## src/rtl/spatz_vfu_issue_ctrl.sv

```systemverilog
// Issue controller for spatz_vfu: in-order request queue, per-id vreg scoreboard and retire pulses.
// Optional macro SPATZ_VFU_ISSUE_BYPASS_EN forwards a request straight to the VFU when the queue is empty.
package spatz_vfu_issue_pkg;
  localparam int unsigned NrIds   = 4;
  localparam int unsigned IdWidth = $clog2(NrIds);

  typedef enum logic [1:0] {EX_LSU = 2'd0, EX_VFU = 2'd1, EX_SLD = 2'd2, EX_CON = 2'd3} ex_unit_e;

  typedef struct packed {
    logic [IdWidth-1:0] id;
    ex_unit_e           ex_unit;
    logic [4:0]         vd;
    logic [4:0]         vs1;
    logic [4:0]         vs2;
    logic               use_vd;
    logic               vd_is_src;
    logic               use_vs1;
    logic               use_vs2;
    logic [7:0]         vl;
  } spatz_req_t;

  typedef struct packed {
    logic [IdWidth-1:0] id;
  } vfu_rsp_t;
endpackage

module spatz_vfu_issue_ctrl
  import spatz_vfu_issue_pkg::*;
#(
  parameter int unsigned Depth = 4,
  parameter int unsigned NrIds = spatz_vfu_issue_pkg::NrIds
) (
  input  logic                     clk_i,
  input  logic                     rst_ni,
  input  spatz_req_t               spatz_req_i,
  input  logic                     spatz_req_valid_i,
  output logic                     spatz_req_ready_o,
  output spatz_req_t               vfu_req_o,
  output logic                     vfu_req_valid_o,
  input  logic                     vfu_req_ready_i,
  input  logic                     vfu_rsp_valid_i,
  input  vfu_rsp_t                 vfu_rsp_i,
  output logic                     retire_valid_o,
  output logic [$clog2(NrIds)-1:0] retire_id_o,
  output logic                     busy_o
);

  localparam int unsigned PtrW = $clog2(Depth);
  localparam int unsigned CntW = PtrW + 1;
  localparam int unsigned IdW  = $clog2(NrIds);
  localparam logic [CntW-1:0] DepthCnt = CntW'(Depth);

  spatz_req_t mem_reg [Depth];
  logic [PtrW-1:0] wr_ptr_reg, wr_ptr_next, rd_ptr_reg, rd_ptr_next;
  logic [CntW-1:0] count_reg, count_next;

  logic [NrIds-1:0]      pending_reg;
  logic [NrIds-1:0][4:0] vd_reg;
  logic [NrIds-1:0]      use_vd_reg;
  logic [NrIds-1:0]      set_id, clr_id;

  logic           retire_valid_reg, retire_valid_next;
  logic [IdW-1:0] retire_id_reg, retire_id_next;

  spatz_req_t head;
  logic empty, full, req_is_vfu, head_hazard, head_zero;
  logic zero_pop, dispatch, bypass, push, pop;

  // Source operands are checked against every in-flight vd; the destination only against writers.
  function automatic logic hazard_f(input spatz_req_t r, input logic [NrIds-1:0] pend,
                                    input logic [NrIds-1:0][4:0] vdv, input logic [NrIds-1:0] usev);
    logic h;
    h = pend[r.id];
    for (int p = 0; p < NrIds; p++) begin
      if (pend[p]) begin
        if (r.use_vs1 && r.vs1 == vdv[p]) h = 1'b1;
        if (r.use_vs2 && r.vs2 == vdv[p]) h = 1'b1;
        if ((r.use_vd || r.vd_is_src) && usev[p] && r.vd == vdv[p]) h = 1'b1;
      end
    end
    return h;
  endfunction

  always_comb begin
    head        = mem_reg[rd_ptr_reg];
    empty       = (count_reg == '0);
    full        = (count_reg == DepthCnt);
    req_is_vfu  = (spatz_req_i.ex_unit == EX_VFU);
    head_hazard = hazard_f(head, pending_reg, vd_reg, use_vd_reg);
    head_zero   = (head.vl == '0);
    // A VFU response owns the retire port this cycle, so a zero-vl head waits one cycle.
    zero_pop    = !empty && head_zero && !vfu_rsp_valid_i;
`ifdef SPATZ_VFU_ISSUE_BYPASS_EN
    bypass = empty && spatz_req_valid_i && req_is_vfu && (spatz_req_i.vl != '0) && vfu_req_ready_i &&
             !hazard_f(spatz_req_i, pending_reg, vd_reg, use_vd_reg);
    vfu_req_o       = empty ? spatz_req_i : head;
    vfu_req_valid_o = empty ? bypass : (!head_hazard && !head_zero);
`else
    bypass          = 1'b0;
    vfu_req_o       = head;
    vfu_req_valid_o = !empty && !head_hazard && !head_zero;
`endif
    dispatch    = vfu_req_valid_o && vfu_req_ready_i;
    pop         = (dispatch && !bypass) || zero_pop;
    push        = spatz_req_valid_i && !full && req_is_vfu && !bypass;
    wr_ptr_next = push ? wr_ptr_reg + PtrW'(1) : wr_ptr_reg;
    rd_ptr_next = pop ? rd_ptr_reg + PtrW'(1) : rd_ptr_reg;
    count_next  = count_reg + CntW'(push) - CntW'(pop);

    retire_valid_next = vfu_rsp_valid_i || zero_pop;
    retire_id_next    = retire_id_reg;
    if (vfu_rsp_valid_i) retire_id_next = IdW'(vfu_rsp_i.id);
    else if (zero_pop)   retire_id_next = IdW'(head.id);
  end

  for (genvar gi = 0; gi < NrIds; gi++) begin : gen_sb_ctrl
    assign set_id[gi] = dispatch && (vfu_req_o.id == IdWidth'(gi));
    assign clr_id[gi] = vfu_rsp_valid_i && (vfu_rsp_i.id == IdWidth'(gi));
  end

  always_ff @(posedge clk_i or negedge rst_ni) begin
    if (!rst_ni) begin
      for (int i = 0; i < Depth; i++) mem_reg[i] <= '0;
      wr_ptr_reg       <= '0;
      rd_ptr_reg       <= '0;
      count_reg        <= '0;
      pending_reg      <= '0;
      vd_reg           <= '0;
      use_vd_reg       <= '0;
      retire_valid_reg <= 1'b0;
      retire_id_reg    <= '0;
    end else begin
      if (push) mem_reg[wr_ptr_reg] <= spatz_req_i;
      wr_ptr_reg       <= wr_ptr_next;
      rd_ptr_reg       <= rd_ptr_next;
      count_reg        <= count_next;
      retire_valid_reg <= retire_valid_next;
      retire_id_reg    <= retire_id_next;
      for (int i = 0; i < NrIds; i++) begin
        if (set_id[i]) begin
          pending_reg[i] <= 1'b1;
          vd_reg[i]      <= vfu_req_o.vd;
          use_vd_reg[i]  <= vfu_req_o.use_vd;
        end else if (clr_id[i]) begin
          pending_reg[i] <= 1'b0;
        end
      end
    end
  end

  assign spatz_req_ready_o = !full;
  assign retire_valid_o    = retire_valid_reg;
  assign retire_id_o       = retire_id_reg;
  assign busy_o            = !empty || (|pending_reg);

endmodule

```

## config.mk

```make
export PLATFORM = sky130hd
export DESIGN_NAME = spatz_vfu_issue_ctrl
export DESIGN_NICKNAME = d
export VERILOG_FILES = /design/src/rtl/spatz_vfu_issue_ctrl.sv
export SDC_FILE = /design/constraint.sdc
export NUM_CORES = 1
export LEC_CHECK = 0
export BUFFER_PORTS_ARGS = -buffer_cell sky130_fd_sc_hd__buf_2
export CAP_MARGIN = 10
export CELL_PAD_IN_SITES_DETAIL_PLACEMENT = 0
export CELL_PAD_IN_SITES_GLOBAL_PLACEMENT = 2
export CORE_MARGIN = 5
export CORE_UTILIZATION = 43
export DETAILED_ROUTE_END_ITERATION = 10
export PLACE_DENSITY_LB_ADDON = 0.1
export SLEW_MARGIN = 20
export SYNTH_ARGS = -nofsm -noshare
export SYNTH_HDL_FRONTEND = slang
export SYNTH_SLANG_ARGS = --single-unit
```

## constraint.sdc

```tcl
create_clock -name clk_i -period 5.1 [get_ports clk_i]
set_input_delay 1.02 -clock clk_i [delete_from_list [all_inputs] [get_ports clk_i]]
set_output_delay 1.02 -clock clk_i [all_outputs]
set_load 0.01 [all_outputs]
```

==> results of run 1 <==
## critical path: stages (launching register included)
cell and delay [ps]:
dfrtp_2 790, buf_4 300, mux4_1 740, xor2_1 200
nor4_1 320, nand4_1 120, and4bb_2 280, nand2_1 110
nor2_1 60, buf_2 150
## layout by cell type (no fill, tap or decap), types with 2 or more instances in the layout
| cell | count |
|---|---|
| buf_2 | 73 |
| mux2_4 | 12 |
| a31oi_1 | 2 |
| o21ai_0 | 6 |
| nand3_1 | 8 |
| o22ai_1 | 2 |
| dfrtp_2 | 2 |
| clkbuf_16 | 17 |
| mux4_1 | 19 |
| nor4_1 | 5 |
| mux4_2 | 12 |
| buf_4 | 12 |
| and2_1 | 4 |
| dfrtp_1 | 160 |
| ha_1 | 6 |
| nand4_1 | 11 |
| clkbuf_1 | 2 |
| or3_1 | 3 |
| or4_1 | 3 |
| a211oi_1 | 2 |
| nor3_1 | 3 |
| xnor2_1 | 43 |
| xor2_1 | 25 |
| nor2_1 | 4 |
| clkinv_2 | 3 |
| nand2_1 | 24 |
| inv_1 | 8 |
| inv_6 | 4 |
| o211ai_1 | 2 |
| nand2b_1 | 5 |
| mux2_2 | 129 |
| clkinv_4 | 4 |
| mux2i_1 | 16 |
## per-layer routing
layer | wire (µm) | up-vias | share of wire
met2 | 9350 | 96 | 0.48
met3 | 710 | 13 | 0.036
met4 | 271 | 0 | 0.014
met5 | 0 | - | 0
met1 | 9320 | 2575 | 0.47
li1 | - | 2221 | -
## layout make-up
| type | instances | area, µm² | share of cell area |
|---|---|---|---|
| clock buffers | 19 | 433 | 0.0468 |
| clock inverters | 13 | 104 | 0.0112 |
| inverters | 8 | 30.0 | 0.00325 |
| multi-input cells | 362 | 3850 | 0.416 |
| flip-flops and latches | 162 | 4060 | 0.438 |
| well taps | 234 | 293 | 0.0316 |
| repair buffers | 87 | 487 | 0.0526 |
## cells by family (layout without fill, tap and decap cells)
kind of cell,after synthesis,after routing,synth area share
compound gates,20,20,0.0183
xor+xnor,68,68,0.0727
fa+ha+maj,7,7,0.0116
buf+inv,54,127,0.0345
flops,162,162,0.495
mux,188,188,0.313
simple gates,79,79,0.0546
## final timing paths
| path | startpoint | cells after the start | endpoint |
|---|---|---|---|
| min | mem_reg[120] | 1 | mem_reg[120] |
| min reg2reg | mem_reg[120] | 1 | mem_reg[120] |
| min in group asynchronous | rst_ni | 1 | wr_ptr_reg[0] |
| max | rd_ptr_reg[0] | 9 | vfu_req_valid_o |
| max reg2reg | rd_ptr_reg[0] | 12 | count_reg[2] |
| max in group asynchronous | rst_ni | 2 | mem_reg[79] |
## power by group through the flow
stage	clock network [µW]	registers [µW]	logic, µW
final	1180	2390	3190
after global routing	1270	2460	3470
after CTS	1230	2390	3240
after detailed placement	0	2410	3240
after global placement	0	2390	3210
after floorplan	0	2140	2550
## stage by stage
| stage | total power, µW | hold WS (ps) |
|---|---|---|
| final | 6770 | 467 |
| after global routing | 7210 | 492 |
| after CTS | 6860 | 467 |
| after detailed placement | 5650 | 447 |
| after global placement | 5600 | 446 |
| after floorplan | 4690 | 429 |
==> impl_metrics.py, run 1 <==
metrics = {
    "synthesis": {
        "ys_top_cells_by_count": "162 x dfrtp_1, 129 x mux2_2, 43 x xnor2_1, 25 x xor2_1, 24 x nand2_1",
        "ys.warnings.count": 0,
        "synthDominantCellAreaShare": 0.495,
        "synthDistinctLibCells": 49,
        "synth_area_mm2": 0.00819,
        "synth_seq_area_share": 0.495,
        "synth_area_per_cell_um2": 14.2,
        "synth_top_cell_by_area": "dfrtp_1",
        "synth_fp_nets": 623,
        "synth-async-reset-ratio": 1.00,
        "syn_inst": 578,
        "synth_area_leaders": "dfrtp_1 50%, mux2_2 18%, mux4_1 6.1%",
        "ys.flop_type": "dfrtp_1",
        "synth.most_common_cell": "dfrtp_1",
        "synth-edff-count": 0,
        "synth_seq_cells": 162,
    },
    "global_routing": {
        "met1_usage": 0.264,
        "use_met3": 0.0383,
        "grt_pass1_vias": 5367,
        "antenna_found_initial": 0,
        "grt-ovfl-total": 0,
        "grt_max_degree": 96,
        "grt.busiest_layer": "met2",
        "grtUsageMet2": 0.293,
        "grt_pass1_wl_mm": 31.2,
        "grt.total_usage": 0.186,
    },
    "placement": {
        "dp_cells": 853,
        "post-place-ws_ps": 766,
        "gp_congestion": 0.901,
        "io_buffers": 74,
        "dp.final_hpwl_mm": 13.6,
        "placed_area_mm2": 0.00872,
    },
    "clock_tree": {
        "cts_max_level": 4,
        "cts_tree": "done",
        "cts_hold_buf": 0,
        "clock_sinks": 162,
        "clkSlewWorstSetupHoldPaths_ps": 70,
        "insertion_delay_ps": 420,
        "cts-root-buf": "clkbuf_16",
        "cts_resized": 0,
        "cts_buffers": 17,
        "post_cts.repair.setup_buffers": 0,
        "clockBufferDepth": 2,
    },
    "sta": {
        "worst_slack_ps": 578,
        "setup_viol": 0,
        "fmax_mhz": 221,
        "clock_skew_ps": 8.17,
        "tightest_slew_ps": 913,
        "finalHoldViolCount": 0,
        "slew-limit-headroom": 0.391,
        "tns_ps": 0,
        "slew_violations": 0,
        "post-route-min-period_ps": 4520,
        "fin_crit_sh": 0.887,
        "rsz0062_at_grt": "no",
    },
    "floorplan": {
        "coreArea_mm2": 0.0187,
        "initial_core_util": 0.438,
        "io_pins": 75,
        "row_count": 50,
        "dieArea_mm2": 0.0219,
        "chipWidth_um": 148,
        "die_h_um": 148,
    },
    "final_layout": {
        "num-fill-cells": 1659,
        "drive_gt1_frac": 0.427,
        "final_util": 0.495,
        "largest_reg_flops": 124,
        "nNetsFinal": 683,
        "syn_to_final_growth_pct": 13.0,
        "stdcell_count": 885,
        "fin_area_mm2": 0.00925,
        "diodes": 0,
    },
    "worst_setup_path": {
        "start_kind": "register",
        "cp.arrival_ps": 3500,
        "rrSetupSlack_ps": 780,
        "cp_max_fo": 20,
        "cp-end-kind": "output pin",
        "worstPathRequired_ps": 4080,
        "crit_type": "reg -> out",
    },
    "detailed_routing": {
        "drc": 0,
        "routed-via-count": 4905,
        "post_drt_wl_per_cell_um": 22.2,
        "final_antenna_net_count": 0,
        "wl_mm": 19.7,
        "avgViaCountPerCell": 5.54,
        "drtPass1Iterations": 4,
        "detail_route.iter0.violations": 201,
    },
    "power": {
        "clkPwrFrac": 0.175,
        "combPwrFrac": 0.472,
        "swShare": 0.385,
        "p_int_uw": 4160,
        "p_sw_uw": 2600,
        "leakagePower_uw": 0.00430,
        "ir_drop_uv": 287,
        "power_frac_seq": 0.353,
        "powerDensity_mw_per_mm2": 731,
    },
    "outcome": {
        "status": "complete, no violations",
    },
    "job": {
        "drv_cap": 0,
    },
    "min_path": {
        "min_path_type": "reg -> reg",
    },
}
(Power assumes the default switching activity.)
==> run 2, diff against run 1 <==
CTS_BUF_LIST = sky130_fd_sc_hd__clkbuf_8 sky130_fd_sc_hd__clkbuf_16   (was unset)
==> run 2 against run 1 <==
Effect of this change:
- power hardly changed
- sequential cell count did not move
- setup slack improved by 0.68 ps
- sequential share of layout area unchanged
- die area did not move
- critical path type unchanged
- critical path depth did not move
- via count is 0.18% higher
- hold slack barely moved
- highest routed layer unchanged
- largest power group unchanged
==> impl_metrics.py, run 2 (synthesis results as in run 1) <==
metrics = {
    "clock_tree": {
        "post_cts.repair.setup_buffers": 0,
        "cts_max_level": 4,
        "clockBufferDepth": 2,
        "cts-root-buf": "clkbuf_16",
        "cts_hold_buf": 0,
        "cts_resized": 0,
        "clock_sinks": 162,
        "cts_buffers": 17,
        "clkSlewWorstSetupHoldPaths_ps": 70,
        "cts_tree": "done",
        "insertion_delay_ps": 430,
    },
    "detailed_routing": {
        "routed-via-count": 4914,
        "avgViaCountPerCell": 5.55,
        "drc": 0,
        "wl_mm": 19.7,
        "final_antenna_net_count": 0,
        "drtPass1Iterations": 4,
        "detail_route.iter0.violations": 222,
        "post_drt_wl_per_cell_um": 22.2,
    },
    "placement": {
        "gp_congestion": 0.901,
        "io_buffers": 74,
        "dp.final_hpwl_mm": 13.6,
        "dp_cells": 853,
        "placed_area_mm2": 0.00872,
        "post-place-ws_ps": 766,
    },
    "power": {
        "fin_total_pwr_uw": 6760,
        "leakagePower_uw": 0.00431,
        "powerDensity_mw_per_mm2": 731,
        "ir_drop_uv": 286,
    },
    "sta": {
        "slew_violations": 0,
        "finalHoldViolCount": 0,
        "tns_ps": 0,
        "fin_crit_sh": 0.886,
        "worst_slack_ps": 579,
        "fmax_mhz": 221,
        "post-route-min-period_ps": 4520,
        "clock_skew_ps": 9.45,
        "tightest_slew_ps": 911,
        "setup_viol": 0,
        "slew-limit-headroom": 0.392,
        "rsz0062_at_grt": "no",
    },
    "final_layout": {
        "final_common_cell": "dfrtp_1",
        "largest_reg_flops": 124,
        "diodes": 0,
        "fin_area_mm2": 0.00925,
        "drive_gt1_frac": 0.427,
        "num-fill-cells": 1659,
        "syn_to_final_growth_pct": 13.0,
        "final_cell_mix": "160 x dfrtp_1, 129 x mux2_2, 73 x buf_2",
        "stdcell_count": 885,
        "nNetsFinal": 683,
    },
    "floorplan": {
        "coreArea_mm2": 0.0187,
        "initial_core_util": 0.438,
        "die_h_um": 148,
        "row_count": 50,
        "io_pins": 75,
        "chipWidth_um": 148,
        "dieArea_mm2": 0.0219,
    },
    "worst_setup_path": {
        "start_kind": "register",
        "crit_type": "reg -> out",
        "worstPathRequired_ps": 4080,
        "cp-end-kind": "output pin",
        "rrSetupSlack_ps": 790,
        "cp_max_fo": 20,
        "cp.arrival_ps": 3500,
    },
    "min_path": {
        "min_path_type": "reg -> reg",
    },
    "global_routing": {
        "antenna_found_initial": 0,
        "grt_max_degree": 96,
        "grt-ovfl-total": 0,
        "grt_pass1_vias": 5356,
        "grt.total_usage": 0.187,
        "grt_pass1_wl_mm": 31.3,
    },
    "job": {
        "drv_cap": 0,
    },
    "outcome": {
        "status": "complete, no violations",
    },
}
==> run 2: cell count changes in the layout (fill, tap and decap cells not counted), sizes merged <==
| cell | change |
|---|---|
| clkbuf | -2 |
| inv | +2 |
==> run 2: final timing paths <==
kind / start / to / cells past startpoint
min: mem_reg[120] / mem_reg[120] / 1
max in group asynchronous: rst_ni / mem_reg[79] / 2
max reg2reg: rd_ptr_reg[0] / count_reg[2] / 12
min in group asynchronous: rst_ni / wr_ptr_reg[0] / 1
max: rd_ptr_reg[0] / vfu_req_valid_o / 9
min reg2reg: mem_reg[120] / mem_reg[120] / 1
==> run 2: area by class of cell <==
class	count	area [µm²]	area share
Sequential cell	162	4060	0.438
Multi-Input combinational cell	362	3850	0.416
Timing Repair Buffer	87	487	0.0526
Clock buffer	17	425	0.0460
Tap cell	234	293	0.0316
Clock inverter	15	111	0.0120
Inverter	8	30.0	0.00325
==> run 2: where the power goes <==
group / internal (µW) / total (µW) / switching, µW
clock network: 628 / 1180 / 554
registers: 1880 / 2390 / 508
logic: 1650 / 3190 / 1540
total: 4160 / 6760 / 2610
==> run 2: critical path, cell delays in order (launching register included) <==
cell	delay, ps
dfrtp_2	790
buf_4	300
mux4_1	740
xor2_1	200
nor4_1	320
nand4_1	120
and4bb_2	280
nand2_1	110
nor2_1	60
buf_2	150
==> run 2: per-layer routing <==
layer | global-route usage | part of all wire | vias up
li1 | - | - | 2223
met5 | 0 | 0 | -
met2 | 0.293 | 0.47 | 98
met1 | 0.264 | 0.47 | 2580
met3 | 0.0383 | 0.036 | 13
met4 | 0.0517 | 0.014 | 0
==> run 2: through the flow <==
stage | util | hold slack [ps]
6_report | 0.495 | 467
5_1_grt | 0.495 | 492
4_1_cts | 0.495 | 467
3_5_place_dp | 0.466 | 447
3_3_place_gp | 0.466 | 446
2_1_floorplan | - | 429
==> run 3, diff against run 2 <==
PLACE_DENSITY = 0.86   (was unset)
PLACE_DENSITY_LB_ADDON = unset   (was 0.1)
==> run 3 against run 2 <==
Effect of this change:
- core utilization rose by 0.26 points
- sequential power down 2%
- via count barely moved
- power up 1.3%
- cell count is 0.45% lower
==> impl_metrics.py, run 3 (synthesis results as in run 1) <==
metrics = {
    "clock_tree": {
        "clkSlewWorstSetupHoldPaths_ps": 70,
        "cts_buffers": 17,
        "post_cts.repair.setup_buffers": 0,
        "clockBufferDepth": 2,
        "cts_resized": 0,
        "clock_sinks": 162,
        "cts_max_level": 4,
        "cts-root-buf": "clkbuf_16",
        "insertion_delay_ps": 430,
        "cts_hold_buf": 0,
        "cts_tree": "done",
    },
    "power": {
        "leakagePower_uw": 0.00431,
        "ir_drop_uv": 346,
        "powerDensity_mw_per_mm2": 737,
    },
    "detailed_routing": {
        "routed-via-count": 4913,
        "drtPass1Iterations": 4,
        "post_drt_wl_per_cell_um": 21.3,
        "avgViaCountPerCell": 5.58,
        "wl_mm": 18.8,
        "detail_route.iter0.violations": 250,
        "drc": 0,
        "final_antenna_net_count": 0,
    },
    "placement": {
        "gp_congestion": 0.871,
        "dp.final_hpwl_mm": 12.9,
        "post-place-ws_ps": 588,
        "io_buffers": 74,
    },
    "sta": {
        "post-route-min-period_ps": 4700,
        "worst_slack_ps": 399,
        "finalHoldViolCount": 0,
        "rsz0062_at_grt": "no",
        "slew_violations": 0,
        "fmax_mhz": 213,
        "clock_skew_ps": 11.6,
        "tightest_slew_ps": 957,
        "fin_crit_sh": 0.922,
        "hold_ws_ps": 470,
        "setup_viol": 0,
        "tns_ps": 0,
        "slew-limit-headroom": 0.362,
    },
    "worst_setup_path": {
        "worstPathRequired_ps": 4080,
        "cp.arrival_ps": 3680,
        "cp_max_fo": 25,
        "crit_type": "reg -> out",
        "cp-end-kind": "output pin",
        "start_kind": "register",
    },
    "floorplan": {
        "die_h_um": 148,
        "dieArea_mm2": 0.0219,
        "coreArea_mm2": 0.0187,
        "chipWidth_um": 148,
        "initial_core_util": 0.438,
        "row_count": 50,
        "io_pins": 75,
    },
    "global_routing": {
        "antenna_found_initial": 1,
        "grt.total_usage": 0.180,
        "grt-ovfl-total": 0,
        "grt_pass1_vias": 5384,
        "grt_pass1_wl_mm": 30.6,
        "grt_max_degree": 116,
    },
    "final_layout": {
        "final_common_cell": "dfrtp_1",
        "nNetsFinal": 679,
        "syn_to_final_growth_pct": 13.6,
        "largest_reg_flops": 124,
        "final_cell_mix": "160 x dfrtp_1, 129 x mux2_2, 73 x buf_2",
        "drive_gt1_frac": 0.427,
        "diodes": 0,
        "num-fill-cells": 1612,
    },
    "job": {
        "drv_cap": 0,
    },
    "outcome": {
        "status": "complete, no violations",
    },
    "min_path": {
        "min_path_type": "reg -> reg",
    },
}
[run 3: cell types whose count changed in the layout (fill, tap and decap cells not counted), sizes merged]
cell | before | now
bufinv | 0 | 1
buf | 87 | 82
clkbuf | 17 | 19
clkinv | 7 | 3
inv | 15 | 17
[run 3: final cells by class]
type,count,area (µm²),area share
multi-input combinational,362,3850,0.414
inverter,8,30.0,0.00323
clock buffer,18,439,0.0472
timing repair buffer,83,472,0.0507
sequential,162,4060,0.436
clock inverter,14,161,0.0174
tap,234,293,0.0315
[run 3: critical path, stage by stage (launching register included)]
cell and delay (ps):
dfrtp_2 890, buf_12 240, mux4_1 790, xnor2_1 230, nand4_1 100, nor3_1 330
and4bb_2 310, nand2_1 120, nor2_1 70, buf_2 150
[run 3: through the flow]
step | total power [µW] | cells | instance area (µm²) | util
CTS | 6930 | 881 | 9300 | 0.497
global placement | 5500 | 849 | 8700 | 0.465
floorplan | 4690 | 578 | 8190 | -
global route | 7290 | 881 | 9300 | 0.497
detailed placement | 5600 | 849 | 8700 | 0.465
finish | 6850 | 881 | 9300 | 0.497
[run 3: path summary, 6_finish.rpt]
check,slack (ps),endpoint,cells past startpoint,start
max,400,vfu_req_valid_o,9,rd_ptr_reg[0]
min,470,mem_reg[120],1,mem_reg[120]
max reg2reg,550,count_reg[2],14,rd_ptr_reg[0]
min reg2reg,470,mem_reg[120],1,mem_reg[120]
max in group asynchronous,3460,mem_reg[37],2,rst_ni
min in group asynchronous,700,count_reg[0],1,rst_ni
[run 3: layer usage]
layer | GRT usage | wire length, µm | up-vias
li1 | - | - | 2207
met1 | 0.248 | 8710 | 2598
met2 | 0.288 | 9040 | 91
met3 | 0.0481 | 876 | 15
met4 | 0.0397 | 160 | 2
met5 | 0 | 13 | -
[run 3: report_power, final]
group	switching (µW)	leakage, µW	internal (µW)
sequential	470	0.00200	1880
clock	586	0.000294	712
combinational	1570	0.00202	1640
